## config.mk

```make
export PLATFORM = sky130hd
export DESIGN_NAME = multicycle_ctrl
export DESIGN_NICKNAME = d
export VERILOG_FILES = /design/src/rtl/multicycle_ctrl.sv
export SDC_FILE = /design/constraint.sdc
export NUM_CORES = 1
export LEC_CHECK = 0
export ABC_CLOCK_PERIOD_IN_PS = 1900
export BUFFER_PORTS_ARGS = -buffer_cell sky130_fd_sc_hd__buf_2
export CORE_MARGIN = 2
export CORE_UTILIZATION = 51
export DETAILED_ROUTE_END_ITERATION = 16
export PLACE_DENSITY = 0.85
export REMOVE_ABC_BUFFERS = 1
export SETUP_SLACK_MARGIN = 0.2
export SLEW_MARGIN = 25
export SYNTH_ARGS = -nofsm -noshare
export SYNTH_HDL_FRONTEND = slang
export SYNTH_SLANG_ARGS = --single-unit
```

## constraint.sdc

```tcl
create_clock -name clk -period 1.9 [get_ports clk]
set_input_delay 0.19 -clock clk [delete_from_list [all_inputs] [get_ports clk]]
set_output_delay 0.19 -clock clk [all_outputs]
set_load 0.02 [all_outputs]
```

## src/rtl/multicycle_ctrl.sv

```systemverilog
// rtl/multicycle_ctrl.sv - multi-cycle MIPS control FSM with memory-ready handshake
module multicycle_ctrl #(
  parameter int STATE_W = 4
) (
  input  logic               clk,
  input  logic               rst,
  input  logic [5:0]         opcode,
  input  logic [5:0]         func,
  input  logic               zero,
  input  logic               mem_ready,
  output logic               pc_load,
  output logic               IorD,
  output logic               MemRead,
  output logic               MemWrite,
  output logic               IRWrite,
  output logic               RegWrite,
  output logic [1:0]         RegDst,
  output logic [1:0]         WBSel,
  output logic               ALUSrcA,
  output logic [1:0]         ALUSrcB,
  output logic [2:0]         ALUOperation,
  output logic [1:0]         PCSrc,
  output logic               instr_done,
  output logic               illegal,
  output logic [STATE_W-1:0] state_dbg
);

  localparam logic [STATE_W-1:0] S_FETCH   = STATE_W'(0);
  localparam logic [STATE_W-1:0] S_DECODE  = STATE_W'(1);
  localparam logic [STATE_W-1:0] S_MEM_ADR = STATE_W'(2);
  localparam logic [STATE_W-1:0] S_MEM_RD  = STATE_W'(3);
  localparam logic [STATE_W-1:0] S_MEM_WB  = STATE_W'(4);
  localparam logic [STATE_W-1:0] S_MEM_WR  = STATE_W'(5);
  localparam logic [STATE_W-1:0] S_R_EXE   = STATE_W'(6);
  localparam logic [STATE_W-1:0] S_R_WB    = STATE_W'(7);
  localparam logic [STATE_W-1:0] S_BEQ     = STATE_W'(8);
  localparam logic [STATE_W-1:0] S_I_EXE   = STATE_W'(9);
  localparam logic [STATE_W-1:0] S_I_WB    = STATE_W'(10);
  localparam logic [STATE_W-1:0] S_JMP     = STATE_W'(11);
  localparam logic [STATE_W-1:0] S_JAL     = STATE_W'(12);
  localparam logic [STATE_W-1:0] S_JR      = STATE_W'(13);

  localparam logic [5:0] OP_RTYPE = 6'b000000;
  localparam logic [5:0] OP_LW    = 6'b100011;
  localparam logic [5:0] OP_SW    = 6'b101011;
  localparam logic [5:0] OP_BEQ   = 6'b000100;
  localparam logic [5:0] OP_ADDI  = 6'b001000;
  localparam logic [5:0] OP_SLTI  = 6'b001010;
  localparam logic [5:0] OP_J     = 6'b000010;
  localparam logic [5:0] OP_JAL   = 6'b000011;

  localparam logic [5:0] FN_ADD = 6'b100000;
  localparam logic [5:0] FN_SUB = 6'b100010;
  localparam logic [5:0] FN_AND = 6'b100100;
  localparam logic [5:0] FN_OR  = 6'b100101;
  localparam logic [5:0] FN_SLT = 6'b101010;
  localparam logic [5:0] FN_JR  = 6'b001000;

  localparam logic [2:0] ALU_AND = 3'b000;
  localparam logic [2:0] ALU_OR  = 3'b001;
  localparam logic [2:0] ALU_ADD = 3'b010;
  localparam logic [2:0] ALU_SUB = 3'b110;
  localparam logic [2:0] ALU_SLT = 3'b111;

  logic [STATE_W-1:0] state;
  logic [STATE_W-1:0] next_state;
  logic               r_alu_ok;
  logic [2:0]         r_alu_op;

  // State register; reset aborts any in-flight instruction back to FETCH
  always_ff @(posedge clk or negedge rst) begin
    if (!rst) state <= S_FETCH;
    else      state <= next_state;
  end

  // R-type func decode shared by dispatch and the R_EXE ALU operation
  always_comb begin
    r_alu_ok = 1'b1;
    r_alu_op = ALU_ADD;
    case (func)
      FN_ADD:  r_alu_op = ALU_ADD;
      FN_SUB:  r_alu_op = ALU_SUB;
      FN_AND:  r_alu_op = ALU_AND;
      FN_OR:   r_alu_op = ALU_OR;
      FN_SLT:  r_alu_op = ALU_SLT;
      default: r_alu_ok = 1'b0;
    endcase
  end

  // Next-state logic; waits in memory states until mem_ready
  always_comb begin
    next_state = S_FETCH;
    case (state)
      S_FETCH:   next_state = mem_ready ? S_DECODE : S_FETCH;
      S_DECODE: begin
        case (opcode)
          OP_RTYPE: begin
            if (r_alu_ok)            next_state = S_R_EXE;
            else if (func == FN_JR)  next_state = S_JR;
            else                     next_state = S_FETCH;
          end
          OP_LW, OP_SW:     next_state = S_MEM_ADR;
          OP_BEQ:           next_state = S_BEQ;
          OP_ADDI, OP_SLTI: next_state = S_I_EXE;
          OP_J:             next_state = S_JMP;
          OP_JAL:           next_state = S_JAL;
          default:          next_state = S_FETCH;
        endcase
      end
      S_MEM_ADR: next_state = (opcode == OP_SW) ? S_MEM_WR : S_MEM_RD;
      S_MEM_RD:  next_state = mem_ready ? S_MEM_WB : S_MEM_RD;
      S_MEM_WR:  next_state = mem_ready ? S_FETCH : S_MEM_WR;
      S_R_EXE:   next_state = S_R_WB;
      S_I_EXE:   next_state = S_I_WB;
      default:   next_state = S_FETCH;
    endcase
  end

  // Moore output decode; held at zero while reset is asserted
  always_comb begin
    pc_load      = 1'b0;
    IorD         = 1'b0;
    MemRead      = 1'b0;
    MemWrite     = 1'b0;
    IRWrite      = 1'b0;
    RegWrite     = 1'b0;
    RegDst       = 2'b00;
    WBSel        = 2'b00;
    ALUSrcA      = 1'b0;
    ALUSrcB      = 2'b00;
    ALUOperation = ALU_AND;
    PCSrc        = 2'b00;
    instr_done   = 1'b0;
    illegal      = 1'b0;
    if (rst) begin
      case (state)
        S_FETCH: begin
          MemRead = 1'b1;
          if (mem_ready) begin
            IRWrite      = 1'b1;
            pc_load      = 1'b1;
            ALUSrcB      = 2'b01;
            ALUOperation = ALU_ADD;
          end
        end
        S_DECODE: begin
          ALUSrcB      = 2'b11;
          ALUOperation = ALU_ADD;
          case (opcode)
            OP_RTYPE: illegal = !(r_alu_ok || func == FN_JR);
            OP_LW, OP_SW, OP_BEQ, OP_ADDI, OP_SLTI, OP_J, OP_JAL: illegal = 1'b0;
            default:  illegal = 1'b1;
          endcase
        end
        S_MEM_ADR: begin
          ALUSrcA      = 1'b1;
          ALUSrcB      = 2'b10;
          ALUOperation = ALU_ADD;
        end
        S_MEM_RD: begin
          MemRead = 1'b1;
          IorD    = 1'b1;
        end
        S_MEM_WB: begin
          RegWrite   = 1'b1;
          WBSel      = 2'b01;
          instr_done = 1'b1;
        end
        S_MEM_WR: begin
          MemWrite   = 1'b1;
          IorD       = 1'b1;
          instr_done = mem_ready;
        end
        S_R_EXE: begin
          ALUSrcA      = 1'b1;
          ALUOperation = r_alu_op;
        end
        S_R_WB: begin
          RegWrite   = 1'b1;
          RegDst     = 2'b01;
          instr_done = 1'b1;
        end
        S_BEQ: begin
          ALUSrcA      = 1'b1;
          ALUOperation = ALU_SUB;
          PCSrc        = 2'b01;
          pc_load      = zero;
          instr_done   = 1'b1;
        end
        S_I_EXE: begin
          ALUSrcA      = 1'b1;
          ALUSrcB      = 2'b10;
          ALUOperation = (opcode == OP_SLTI) ? ALU_SLT : ALU_ADD;
        end
        S_I_WB: begin
          RegWrite   = 1'b1;
          instr_done = 1'b1;
        end
        S_JMP: begin
          pc_load    = 1'b1;
          PCSrc      = 2'b10;
          instr_done = 1'b1;
        end
        // PC already holds PC+4 from FETCH, so it is the link value
        S_JAL: begin
          pc_load    = 1'b1;
          PCSrc      = 2'b10;
          RegWrite   = 1'b1;
          RegDst     = 2'b10;
          WBSel      = 2'b10;
          instr_done = 1'b1;
        end
        S_JR: begin
          pc_load    = 1'b1;
          PCSrc      = 2'b11;
          instr_done = 1'b1;
        end
        default: ;
      endcase
    end
  end

  assign state_dbg = state;

endmodule

```

==> key figures, run 1 <==
Status
  • Status: finished clean

Timing
  • Fin Setup TNS: 0 ns
  • RSZ-0062 raised after global routing: yes
  • Final max-slew violation count: 0
  • Relative slew slack: 70.5%
  • Fin. Hold Viols: 0
  • Min Tclk post-route: 1.84 ns
  • Setup-failing EPs final: 0
  • Max Freq: 0.543 GHz
  • Final critical-path share of the clock period: 96.9%
  • Final WS setup: 0.0585 ns
  • Worst Clk Skew: around 0.013 ns
  • Worst-margin pin slew: 0.442 ns

Global routing
  • Initial antenna violation count: 0
  • Vias in the first global route: 1,105
  • First-pass GRT wire length: ~4.9 mm
  • Largest net degree at the start of global routing: 16
  • Tot GR Track Use: 31.5%
  • Grt total ovfl: 0

Placed design
  • Number of port buffers: 39
  • Post-DP HPWL: 2.10 mm
  • Setup WS pre-CTS: 0.196 ns
  • GPL Wtd Cong: 0.907

Synthesis
  • Synth unique cells: 51
  • Post-synthesis instance total: between 100 and 150
  • Register bit total from synthesis: 4
  • Syn_area_per_cell: 6.62 um^2
  • Synth Cell Area: between 900 and 1000 um^2
  • Ys Warns: 0
  • Number of flops mapped to enable cells by yosys: 0
  • Asr flop ratio synth: 100%
  • Main synth FF type: dfrtp_1
  • Sequential-to-total area share from yosys stat: a little over a tenth

Finish
  • # diodes: 0
  • Net count, final: roughly 200
  • Commonest non-fill, non-tap cell in the layout: buf_2
  • Fillers: 90
  • Commonest cells after routing, fill and taps aside: buf_2 (32), nor2_1 (21), buf_4 (15), nand2_1 (14), buf_6 (8)
  • Share of layout cells above drive strength 1: a little under 50%
  • Largest register FFs: 4
  • Synth-to-Final Area Change: 52.2%

Clock network
  • Worst skew pair latency: 0.26 ns
  • CTS max path bufs: 2
  • Root Buffer: clkbuf_4
  • CTS Buf Count: 3
  • H-tree lvl count: 1
  • Number of clock sinks: 4
  • TritonCTS clock tree: yes
  • Clock slew at reported path FFs: roughly 0.050 ns

Pwr
  • Clock power frac: 8.9%
  • Sw Share: approximately 53%
  • Total power draw: 1.35 mW
  • Cell internal pwr: roughly 0.63 mW
  • Pwr Density: 964 nW/um^2
  • Logic pwr share: 80.1%
  • Peak VDD IR: 0.705 mV
  • Flop pwr share: a little over a tenth
  • Leakage: around 0.64 nW
  • Psw: 0.720 mW

Route
  • Vias post-DR: 1,313
  • Avg WL per Cell: about 17 um
  • Drt pass-1 iters: 4
  • Starting DRT DRC Count: between 60 and 70
  • Total routed wirelength: 3.52 mm
  • DRT antenna net count: 0
  • DR vias/cell: 6.19
  • Number of remaining DRC errors: 0

Flow run
  • Max cap viols: 0

Die
  • Rows: 15
  • Core footprint: 1710 um^2
  • Ports: 40
  • Full die area: 2160 um^2
  • DIE WIDTH: 46.5 um
  • Initial Utilization: 53.8%
  • Die height: 46.5 um

Setup path
  • Max incr delay on CP: 0.45 ns
  • Worst-path fanout max: 7
  • Worst Setup Path Type: register to output pin
  • Cell Chain, Critical Path: nor2b_1, mux2i_1, o21ai_1, o2bb2ai_1, and2_1, buf_2
  • Crit path max-delay cell type: dfrtp_2
  • Critical path's top delay family: flip-flops
  • Worst Path Arrival: around 1.7 ns
  • CP required: 1.71 ns
  • Setup crit end kind: output pin
  • WP buf/inv: 1
  • CP Launch Type: register

Worst hold path
  • Hold Crit Class: primary input to register
==> power groups by stage <==
stage | registers [mW] | clock network, mW | logic [mW]
floorplan | 0.233 | 0 | 0.419
global placement | 0.149 | 0 | 0.775
detailed placement | 0.151 | 0 | 0.787
CTS | 0.140 | 0.118 | 0.902
global route | 0.152 | 0.132 | 1.15
finish | 0.148 | 0.120 | 1.08
==> path summary, 6_finish.rpt <==
kind                       cells past startpoint                    from  slack [ns]                endpoint
max                                            6  state_dbg[2]$_DFF_PN0_        0.06                 pc_load
min                                            3               opcode[3]        0.39  state_dbg[0]$_DFF_PN0_
max reg2reg                                    4  state_dbg[3]$_DFF_PN0_        0.51  state_dbg[2]$_DFF_PN0_
min reg2reg                                    2  state_dbg[2]$_DFF_PN0_        0.74  state_dbg[3]$_DFF_PN0_
max in group asynchronous                      2                     rst        1.20  state_dbg[1]$_DFF_PN0_
min in group asynchronous                      2                     rst        0.49  state_dbg[0]$_DFF_PN0_
==> area by class of cell <==
| cell class | instances | area [um^2] | area share [%] |
|---|---|---|---|
| clock buffers | 3 | 22.5 | 1.61 |
| multi-input cells | 122 | 860 | 61.4 |
| inverters | 2 | 10.0 | 0.715 |
| repair buffers | 56 | 373 | 26.6 |
| well taps | 25 | 31.3 | 2.23 |
| flip-flops and latches | 4 | 104 | 7.42 |
==> synthesized netlist by cell type, drive strengths merged, types with 3 or more instances <==
cell    number  area (um^2)
nor3         7         45.0
nor3b        3         22.5
a31oi        3         18.8
nand3        3         15.0
nor2        26         97.6
nand2       16         60.1
dfrtp        4          100
o21ai        8         43.8
a21oi        6         30.0
clkbuf       4         16.3
nand2b       6         37.5
buf          7         52.5
nor2b        7         43.8
==> per-stage QoR <==
stage / utilization (%) / instance area (um^2) / std cells / hold WS, ns
final: 82.0 / 1400 / 212 / 0.393
after global placement: 66.2 / 1130 / 199 / 0.0707
after global routing: 82.0 / 1400 / 212 / 0.396
after detailed placement: 66.2 / 1130 / 199 / 0.0814
after CTS: 74.6 / 1270 / 211 / 0.367
after floorplan: - / 851 / 128 / -0.106
==> cells by family (layout without fill, tap and decap cells) <==
group	after synthesis	in the layout	synth area share (%)
flops	4	4	10.9
simple gates	80	80	45.7
xor+xnor	1	1	0.953
compound gates	39	39	32.0
buf+inv	13	61	8.30
mux	2	2	2.18
==> worst register-to-register path, stage by stage (launching register included) <==
cell and delay [ns]:
dfrtp_2 0.49, buf_4 0.19, nor3_1 0.24, nand2_1 0.14, o32ai_2 0.22
==> metal layers <==
metal | track usage (%) | up-vias | wire length (um) | part of all wire (%)
li1 | - | 609 | - | -
met1 | 39.2 | 588 | 1370 | 39
met2 | 48.9 | 97 | 1660 | 47
met3 | 6.27 | 19 | 329 | 9.3
met4 | 20.0 | 0 | 156 | 4.4
met5 | 0 | - | 0 | 0
==> what timing repair did <==
action | CTS | global route
setup endpoints to repair | 13 | 14
setup buffers | 8 | 1
resized for setup | 15 | 33
hold buffers | 1 | 0
hold endpoints to repair | 4 | 0
cloned | 0 | 0
pin swaps | 5 | 10
Power figures use the tool's default switching activity.
==> run 2, diff against run 1 <==
--- a/config.mk
+++ b/config.mk
@@ -10,6 +10,7 @@
 export CORE_MARGIN = 2
 export CORE_UTILIZATION = 51
 export DETAILED_ROUTE_END_ITERATION = 16
+export MAX_ROUTING_LAYER = met4
 export PLACE_DENSITY = 0.85
 export REMOVE_ABC_BUFFERS = 1
 export SETUP_SLACK_MARGIN = 0.2
==> key figures, run 2 (same netlist as run 1, synthesis figures left out) <==
Status
  • Status: finished clean

Route
  • DRT antenna net count: 0
  • DR vias/cell: 6.23
  • Drt pass-1 iters: 4
  • Starting DRT DRC Count: 48
  • Total routed wirelength: about 3.5 mm
  • Vias post-DR: between 1,000 and 1,500
  • Number of remaining DRC errors: 0
  • Avg WL per Cell: 16.6 um

Pwr
  • Cell internal pwr: 0.630 mW
  • Clock power frac: 8.9%
  • Flop pwr share: a little over a tenth
  • Leakage: 0.642 nW
  • Peak VDD IR: ~0.7 mV
  • Psw: 0.720 mW
  • Logic pwr share: roughly four fifths
  • Sw Share: 53.3%
  • Pwr Density: 964 nW/um^2

Clock network
  • CTS Buf Count: 3
  • Clock slew at reported path FFs: 0.05 ns
  • H-tree lvl count: 1
  • Worst skew pair latency: 0.26 ns
  • Root Buffer: clkbuf_4
  • CTS max path bufs: 2
  • Number of clock sinks: 4
  • TritonCTS clock tree: yes

Finish
  • Non-Filler Cell Area, Final: approximately 1400 um^2
  • Synth-to-Final Area Change: 52.2%
  • # diodes: 0
  • Commonest cells after routing, fill and taps aside: buf_2 (32), nor2_1 (21), buf_4 (15), nand2_1 (14), buf_6 (8)
  • Net count, final: 205
  • Commonest non-fill, non-tap cell in the layout: buf_2
  • Share of layout cells above drive strength 1: between 40% and 50%
  • Largest register FFs: 4

Die
  • Ports: 40
  • Die height: ~46 um
  • Core footprint: 1710 um^2
  • Rows: 15
  • Initial Utilization: around 54%
  • DIE WIDTH: 46.5 um
  • Full die area: 2160 um^2

Timing
  • Max Freq: 0.543 GHz
  • Hold slack: 0.390 ns
  • Final critical-path share of the clock period: a little over nine tenths
  • Worst-margin pin slew: roughly 0.45 ns
  • RSZ-0062 raised after global routing: yes
  • Min Tclk post-route: between 1.5 and 2 ns
  • Fin. Hold Viols: 0
  • Final max-slew violation count: 0
  • Relative slew slack: 70.1%
  • Fin Setup TNS: 0 ns
  • Setup-failing EPs final: 0
  • Worst Clk Skew: 0.0135 ns
  • Final WS setup: approximately 0.059 ns

Global routing
  • First-pass GRT wire length: ~4.9 mm
  • Vias in the first global route: about 1,100
  • Initial antenna violation count: 0
  • Tot GR Track Use: 32.3%
  • Grt total ovfl: 0
  • Largest net degree at the start of global routing: 16

Placed design
  • GPL Wtd Cong: 0.923
  • Setup WS pre-CTS: between 0.15 and 0.2 ns
  • Number of port buffers: 39
  • Post-DP HPWL: 2.10 mm
  • Placement Cell Area: 1130 um^2

Setup path
  • Cell Chain, Critical Path: nor2b_1, mux2i_1, o21ai_1, o2bb2ai_1, and2_1, buf_2
  • WP buf/inv: 1
  • Setup crit end kind: output pin
  • FF-to-FF path depth: 4
  • CP Launch Type: register
  • WP depth: 6
  • Launch point of the worst reg-to-reg path: state_dbg[3]$_DFF_PN0_
  • CP required: 1.71 ns
  • Max incr delay on CP: 0.45 ns
  • CP Launch Point: state_dbg[2]$_DFF_PN0_
  • Critical path's top delay family: flip-flops
  • Worst Path Arrival: ~1.7 ns
  • Worst Setup Path Type: register to output pin
  • Crit path max-delay cell type: dfrtp_2
  • Worst-path fanout max: 7

Worst hold path
  • Hold Crit Class: primary input to register
  • Min-Delay Startpoint: opcode[3]
  • Hold Path Stages: 3

Flow run
  • Max cap viols: 0
[run 2: cell counts in the layout (fill, tap and decap cells not counted)]
Identical to the previous run, type by type.
[run 2: worst paths after layout]
| check | to | slack, ns |
|---|---|---|
| setup / recovery | pc_load | 0.06 |
| hold / removal | state_dbg[0]$_DFF_PN0_ | 0.39 |
| setup reg to reg | state_dbg[2]$_DFF_PN0_ | 0.50 |
| hold reg to reg | state_dbg[3]$_DFF_PN0_ | 0.75 |
| max in group asynchronous | state_dbg[1]$_DFF_PN0_ | 1.20 |
| min in group asynchronous | state_dbg[0]$_DFF_PN0_ | 0.49 |
[run 2: worst min-delay path, cell delays in order]
cell     delay [ns]
buf_2          0.16
o31ai_1        0.09
o22ai_1        0.15
[run 2: what timing repair did]
| item | in CTS | in global routing |
|---|---|---|
| hold buffers | 1 | 0 |
| buffers inserted | 8 | 1 |
| cloned | 0 | 0 |
| resized for setup | 15 | 33 |
| setup endpoints to repair | 13 | 14 |
| pin swaps | 5 | 10 |
| hold endpoints to repair | 4 | 0 |
[run 2: layout make-up]
class / instances / area (um^2)
tap: 25 / 31.3
clock buffer: 3 / 22.5
timing repair buffer: 56 / 373
inverter: 2 / 10.0
multi-input combinational: 122 / 860
sequential: 4 / 104
fill: 90 / 308
[run 2: metrics by stage]
stage               std cells  total power [mW]  util (%)
floorplan                 128             0.652         -
global placement          199             0.924      66.2
detailed placement        199             0.938      66.2
CTS                       211              1.16      74.6
global route              212              1.43      82.0
finish                    212              1.35      82.0
[run 2: layer usage]
layer	share of wire, %	GRT usage [%]
met1	39	39.0
met2	47	48.9
met3	9.7	6.27
met4	5.0	20.0
met5	0	-
[run 2: power by group through the flow]
stage               Sequential, mW  Clock, mW  Combinational, mW
floorplan                    0.233          0              0.419
global placement             0.149          0              0.775
detailed placement           0.151          0              0.787
CTS                          0.140      0.118              0.902
global route                 0.152      0.132               1.15
finish                       0.148      0.121               1.08
